### config.mk
export PLATFORM = sky130hd
export DESIGN_NAME = nbit_vec_ser
export DESIGN_NICKNAME = d
export VERILOG_FILES = /design/src/rtl/nbit_vec_ser.sv
export SDC_FILE = /design/constraint.sdc
export NUM_CORES = 1
export LEC_CHECK = 0
export CAP_MARGIN = 20
export CORE_ASPECT_RATIO = 1.2
export CORE_MARGIN = 8
export CORE_UTILIZATION = 50
export DETAILED_ROUTE_END_ITERATION = 12
export PLACE_DENSITY_LB_ADDON = 0.05
export SYNTH_ARGS = -nofsm -noshare
export SYNTH_HDL_FRONTEND = slang
export SYNTH_SLANG_ARGS = --single-unit
### constraint.sdc
create_clock -name clk -period 2.9 [get_ports clk]
set_input_delay 0.58 -clock clk [delete_from_list [all_inputs] [get_ports clk]]
set_output_delay 0.58 -clock clk [all_outputs]
set_load 0.05 [all_outputs]
### src/rtl/nbit_vec_ser.sv
// nbit_vec_ser: serialises a VEC-lane vector into one lane word per beat.
// Optional stall counter enabled by defining NBIT_VEC_SER_STALL_CNT_EN.
module nbit_vec_ser #(
  parameter int DSIZE     = 1,
  parameter int VEC       = 10,
  parameter int LSB_FIRST = 1,
  localparam int CW = (VEC > 1) ? $clog2(VEC) : 1
) (
  input  logic             clk,
  input  logic             rst,
  input  logic             in_vld,
  output logic             in_rdy,
  input  logic [DSIZE-1:0] din [VEC],
  output logic             out_vld,
  input  logic             out_rdy,
  output logic [DSIZE-1:0] dout,
  output logic [CW-1:0]    out_lane,
  output logic             out_first,
  output logic             out_last,
  output logic             busy
`ifdef NBIT_VEC_SER_STALL_CNT_EN
  ,
  input  logic             stall_clr,
  output logic [15:0]      stall_cnt
`endif
);

  typedef enum logic {IDLE, SHIFT} state_t;

  localparam logic [CW-1:0] LAST = CW'(VEC - 1);

  state_t          state, nxt_state;
  logic [CW-1:0]   cnt, nxt_cnt;
  logic [DSIZE-1:0] held [VEC];
  logic [DSIZE-1:0] nxt_held [VEC];
  logic [DSIZE-1:0] nxt_dout;
  logic [CW-1:0]   nxt_lane;
  logic            xfer, is_last, take;

  function automatic logic [CW-1:0] lane_of(input logic [CW-1:0] c);
    if (LSB_FIRST != 0) return c;
    else return LAST - c;
  endfunction

  // next-state, count and capture decisions; in_rdy is the only comb output
  always_comb begin
    nxt_state = state;
    nxt_cnt   = cnt;
    nxt_held  = held;
    xfer      = (state == SHIFT) && out_rdy;
    is_last   = (cnt == LAST);
    in_rdy    = (state == IDLE) || (xfer && is_last);
    take      = in_vld && in_rdy;
    unique case (state)
      IDLE: begin
        if (take) begin
          nxt_state = SHIFT;
          nxt_cnt   = '0;
          nxt_held  = din;
        end
      end
      SHIFT: begin
        if (xfer) begin
          if (is_last) begin
            nxt_cnt = '0;
            if (take) nxt_held = din;
            else nxt_state = IDLE;
          end else begin
            nxt_cnt = cnt + 1'b1;
          end
        end
      end
    endcase
  end

  // select the lane word that the next beat will present
  always_comb begin
    nxt_lane = lane_of(nxt_cnt);
    nxt_dout = '0;
    for (int i = 0; i < VEC; i++) begin
      if (nxt_lane == CW'(i)) nxt_dout = nxt_held[i];
    end
  end

  // state, count and holding register
  always_ff @(posedge clk or posedge rst) begin
    if (rst) begin
      state <= IDLE;
      cnt   <= '0;
      for (int i = 0; i < VEC; i++) held[i] <= '0;
    end else begin
      state <= nxt_state;
      cnt   <= nxt_cnt;
      held  <= nxt_held;
    end
  end

  // registered beat outputs, zeroed whenever no vector is held
  always_ff @(posedge clk or posedge rst) begin
    if (rst) begin
      out_vld   <= 1'b0;
      dout      <= '0;
      out_lane  <= '0;
      out_first <= 1'b0;
      out_last  <= 1'b0;
      busy      <= 1'b0;
    end else if (nxt_state == SHIFT) begin
      out_vld   <= 1'b1;
      dout      <= nxt_dout;
      out_lane  <= nxt_lane;
      out_first <= (nxt_cnt == '0);
      out_last  <= (nxt_cnt == LAST);
      busy      <= 1'b1;
    end else begin
      out_vld   <= 1'b0;
      dout      <= '0;
      out_lane  <= '0;
      out_first <= 1'b0;
      out_last  <= 1'b0;
      busy      <= 1'b0;
    end
  end

`ifdef NBIT_VEC_SER_STALL_CNT_EN
  // saturating count of cycles a beat waits on the consumer
  always_ff @(posedge clk or posedge rst) begin
    if (rst) stall_cnt <= '0;
    else if (stall_clr) stall_cnt <= '0;
    else if (out_vld && !out_rdy && stall_cnt != 16'hFFFF)
      stall_cnt <= stall_cnt + 16'd1;
  end
`endif

endmodule
### Word-level counts from Yosys, hierarchy flattened

Cells that the tools add are included.
W data, S select, Z words.

| word-level totals | value |
|---|---|
| register bits | 23 |
| input port bits | 14 |
| output and inout bits | 10 |
| word-level logic and storage cells | 61 |

| cells by class | value |
|---|---|
| add/subtract/negate cells | 1 |
| eq/ne operators | 10 |
| muxes and demuxes | 27 |
| bitwise gates (word level) | 1 |
| reductions and logical operators | 5 |

Operators with widths:

| cell | number |
|---|---|
| $mux W10 | 3 |
| $pmux W10 S2 | 1 |
| $mux W1 | 17 |
| $eq A4 B3 Y1 const B | 4 |
| $mux W4 | 4 |
| $eq A4 B4 Y1 const B | 3 |
| $eq A4 B2 Y1 const B | 2 |
| $pmux W4 S2 | 1 |
| $add A4 B1 Y4 const B | 1 |
| $eq A4 B1 Y1 const B | 1 |
| $logic_not A4 Y1 | 1 |
| $logic_and A1 B1 Y1 | 3 |
| $pmux W1 S2 | 1 |
| $logic_or A1 B1 Y1 | 1 |
| $not A1 Y1 | 1 |

### Logic depth before layout (Yosys ltp)

Gate-level depths: netlist of the first run.

| depth | value |
|---|---|
| depth in word-level cells | 19 |
| mapped depth | 9 |

### Least setup slack after synthesis of the first run

OpenSTA, ideal clock, no wires.

| timing | value |
|---|---|
| path type | flip-flop to flip-flop |
| start point | register cnt[1] |
| end point | register dout |
| setup time | 0.104 ns |
| arrival time | 2.660 ns |
| required time | 2.796 ns |
| path slack | 0.136 ns |
| stages on the path, launching flop included | 8 |
| path buffers | 1 |
| period minus slack after synthesis | 2.764 ns |
| cells stage by stage | dfrtp_1 buf_4 or3b_4 o21ai_0 o21bai_1 a21oi_1 inv_1 o311ai_1 |

| on the way | value |
|---|---|
| longest elaborated chain between the ends | 19 |
| elaborated cells on any way between the ends | 38 |
| those cells by class | add/sub (1); eq/ne (10); mux (23); reduce/logical (4) |

Ends and longest elaborated chain:

| element | RTL line | source |
|---|---|---|
| start, declared | 33 | `logic [CW-1:0] cnt, nxt_cnt;` |
| start signal, assigned | 93 | `cnt <= nxt_cnt;` |
| $eq A4 B4 Y1 * | 51 | `is_last = (cnt == LAST);` |
| $logic_and A1 B1 Y1 * | 52 | `in_rdy = (state == IDLE) \|\| (xfer && is_last);` |
| $logic_or A1 B1 Y1 * | 52 |  |
| named net in_rdy | 12 | `output logic in_rdy,` |
| $logic_and A1 B1 Y1 * | 53 | `take = in_vld && in_rdy;` |
| $mux W10 | 56, 66 |  |
| $mux W10 | 64 | `if (is_last) begin` |
| $mux W10 | 63 | `if (xfer) begin` |
| $pmux W10 S2 | 54 | `unique case (state)` |
| $mux W1 (10 in a row) | 81 | `if (nxt_lane == CW'(i)) nxt_dout = nxt_held[i];` |
| $mux W1 * | 107 | `end else if (nxt_state == SHIFT) begin` |
| end signal, assigned | 109 | `dout <= nxt_dout;` |
| end, declared | 16 | `output logic [DSIZE-1:0] dout,` |

The timed path passes the listed nets; every way through them passes the cells marked *.

### Final worst setup path of the first run

| timing | value |
|---|---|
| start point | input port out_rdy |
| end point | register dout |

| on the way | value |
|---|---|
| elaborated cells on any way between the ends | 36 |
| those cells by class | eq/ne (9); mux (22); reduce/logical (5) |

RTL lines:

| element | RTL line | source |
|---|---|---|
| start, declared | 15 | `input logic out_rdy,` |
| $logic_and A1 B1 Y1 * | 50 | `xfer = (state == SHIFT) && out_rdy;` |
| $logic_and A1 B1 Y1 | 52 |  |
| $logic_or A1 B1 Y1 | 52 |  |
| $logic_and A1 B1 Y1 | 53 |  |
| $mux W4 | 56 | `if (take) begin` |
| $pmux W4 S2 * | 54 |  |
| named net nxt_cnt[1] | 33 |  |
| $logic_not A4 Y1 | 81 |  |
| $mux W1 (9 in a row) | 81 |  |
| $mux W1 * | 81 |  |
| $mux W1 * | 107 |  |

Marked as above.

==> flow_summary.ini, run 1 <==
[place]
dp_cells = 177
portBuffers = 23
gp_congestion = 0.939
dp_hpwl_mm = 2.17

[timing]
period_share_pct = 86.8
maxSlewHeadroom_pct = 45.0
finClkSkew_ps = 3.58
worst_pin_slew_ps = 824
slew_viol_final = 0
finalSetupTns_ps = 0
period_minus_slack_ps = 2520
setup_viol = 0
fmaxAchievable_ghz = 0.397
hold_viol = 0
rsz0062_at_grt = no

[yosys]
ys_warn_count = 0
avgSynthCellArea_sq_um = 9.74
synth_area_leader_cell = dfrtp_1
yosysUniqueCellTypes = 39
syn_nets = 140
synth_top_area_share_pct = 44.9
seq_area_frac_synth_pct = 44.9
synth_top_cells_by_area = dfrtp_1, mux2_2, nor2b_1
synth_cells = 126
syn_area_sq_mm = 0.00123
ys_ff_latch = 22

[critical_path]
cp_data_required_time_ps = 3120
arrival_ps = 2730
critPathMaxFanout = 7
cp-end-kind = flop
crit_type = input pin to flop
start_kind = input pin

[route]
vias_per_cell = 5.76
remaining_drc_errors = 0
vias = 1043
wl_per_cell_um = 16.2
drt_iter0_drc = 45
drtPass1Iterations = 4
ant_nets = 0
drt-total-wl_mm = 2.93

[finish]
fin_cells = 181
fillers = 196
num_antenna_cells = 0
seq_area_sq_um = 551
layout-drive-gt1-share_pct = 13.3
mostFrequentLayoutCells = dfrtp_1, clkdlybuf4s50_1, inv_1
multi_input_area_sq_um = 596
finalNetCount = 165
area_growth_pct = 24.0

[floorplan]
initial_core_util_pct = 53.2
num_rows = 19
core_sq_mm = 0.00231
die_h_um = 70.3
io_pins = 24
die-area_sq_mm = 0.00430
die_w_um = 61.2

[clocking]
postCtsSetupBuffers = 0
clkSinkCount = 22
cts_buffers = 3
cts_tree = built
h-tree-depth = 1
post_cts_resized = 0
cts_buffer_depth = 2
clk_latency_ps = 310
clock-root-buffer = clkbuf_4
cts_hold_buf = 0
cts.clk_slew.worst_paths_ps = 120

[pwr]
powerDensity_mw_per_mm2 = 1100
ir_worst_vdd_mv = 0.690
switchingPower_mw = 0.750
seqPwrFrac_pct = 34.4
p_sw_share_pct = 45.0
leakage_nw = 0.675
pwr-share-clk_pct = 10.2
pwr-share-comb_pct = 55.4
intPower_mw = 0.917

[job]
drv_cap = 0

[run_status]
status = completed

[global_routing]
grt_pass1_wl_mm = 4.89
antenna_found_initial = 0
grt_pass1_vias = 1022
grt_use_total_pct = 14.7
overflow = 0
grt_max_degree = 23

[min_path]
hold_path.class = flop to flop
[synth_stat cells]
| master | n |
|---|---|
| a211o_1 | 1 |
| a211oi_1 | 1 |
| a21oi_1 | 7 |
| a22oi_1 | 1 |
| a2bb2oi_1 | 1 |
| a31oi_1 | 3 |
| and2_1 | 1 |
| and3_1 | 1 |
| and4b_1 | 1 |
| buf_2 | 2 |
| buf_4 | 3 |
| buf_6 | 1 |
| dfrtp_1 | 22 |
| inv_1 | 10 |
| mux2_2 | 6 |
| mux2_4 | 2 |
| mux2i_1 | 4 |
| nand2_1 | 8 |
| nand2b_1 | 3 |
| nand3_1 | 5 |
| nor2_1 | 9 |
| nor2b_1 | 7 |
| nor3_1 | 2 |
| nor3b_1 | 2 |
| nor4_1 | 1 |
| nor4b_1 | 2 |
| o211a_1 | 1 |
| o211ai_1 | 2 |
| o21a_1 | 1 |
| o21ai_0 | 7 |
| o21ai_1 | 1 |
| o21ai_2 | 1 |
| o21ai_4 | 1 |
| o21bai_1 | 1 |
| o311ai_1 | 1 |
| o31a_1 | 1 |
| or2_2 | 1 |
| or3b_4 | 1 |
| xor2_1 | 1 |
[worst paths after layout]
path,startpoint,endpoint,slack (ps),cells after the start
min in group asynchronous,rst,out_first,720,2
max in group asynchronous,rst,held[3],1680,2
max,out_rdy,dout,380,8
min,held[3],held[3],520,1
max reg2reg,busy,dout,580,7
min reg2reg,held[3],held[3],520,1
[worst max-delay path, cell delays in order]
cell	delay [ps]
clkdlybuf4s50_1	660
nand3_1	140
and3_1	220
nor2_1	200
inv_1	150
o31a_1	320
a211o_1	250
o311ai_1	210
[per-stage QoR]
stage / utilization, % / instance area [sq um] / hold slack [ps] / power, mW / setup slack [ps]
after floorplan: - / 1230 / 464 / 1.24 / 136
after global placement: 64.4 / 1490 / 481 / 1.46 / 233
after detailed placement: 64.4 / 1490 / 483 / 1.49 / 188
after CTS: 66.0 / 1520 / 516 / 1.67 / 423
after global routing: 66.0 / 1520 / 544 / 1.78 / 276
final: 66.0 / 1520 / 517 / 1.67 / 384
[registers in the layout (all words and copies together) (netlist names)]
signal,cells
out_lane,4
held,10
dout,1
busy,1
out_last,1
out_first,1
cnt,4
[kinds of logic (layout without fill, tap and decap cells)]
group	Yosys count	after routing	share of synthesized area [%]
AND/OR/NAND/NOR	44	44	19.6
XOR/XNOR	1	1	0.714
flip-flops	22	22	44.9
AO/OA/AOI/OAI	31	31	17.0
buffers and inverters	16	40	6.63
multiplexers	12	12	11.2
[metal layers]
layer | vias to the layer above | part of all wire [%] | global-route usage (%)
met3 | 9 | 8.6 | 2.56
met5 | - | 0 | 0
met1 | 488 | 38 | 18.1
li1 | 491 | - | -
met4 | 0 | 2.5 | 4.68
met2 | 55 | 51 | 24.5
[power by group through the flow]
stage / logic [mW] / registers (mW) / clock network, mW
after floorplan: 0.550 / 0.687 / 0
after global placement: 0.892 / 0.570 / 0
after detailed placement: 0.912 / 0.580 / 0
after CTS: 0.921 / 0.571 / 0.174
after global routing: 0.995 / 0.593 / 0.189
final: 0.923 / 0.574 / 0.170
[final cells by class]
| class | count | share of cell area, % |
|---|---|---|
| clock buffer | 4 | 2.38 |
| inverter | 10 | 2.47 |
| multi-input combinational | 88 | 39.1 |
| sequential | 22 | 36.2 |
| tap | 31 | 2.55 |
| timing repair buffer | 26 | 17.3 |
(Power assumes the default switching activity.)
==> run 2, diff against run 1 <==
HOLD_SLACK_MARGIN = 0.08   (was default)
==> results of run 2 <==
The final DEF is identical to that of run 1; final timing and power are the same.
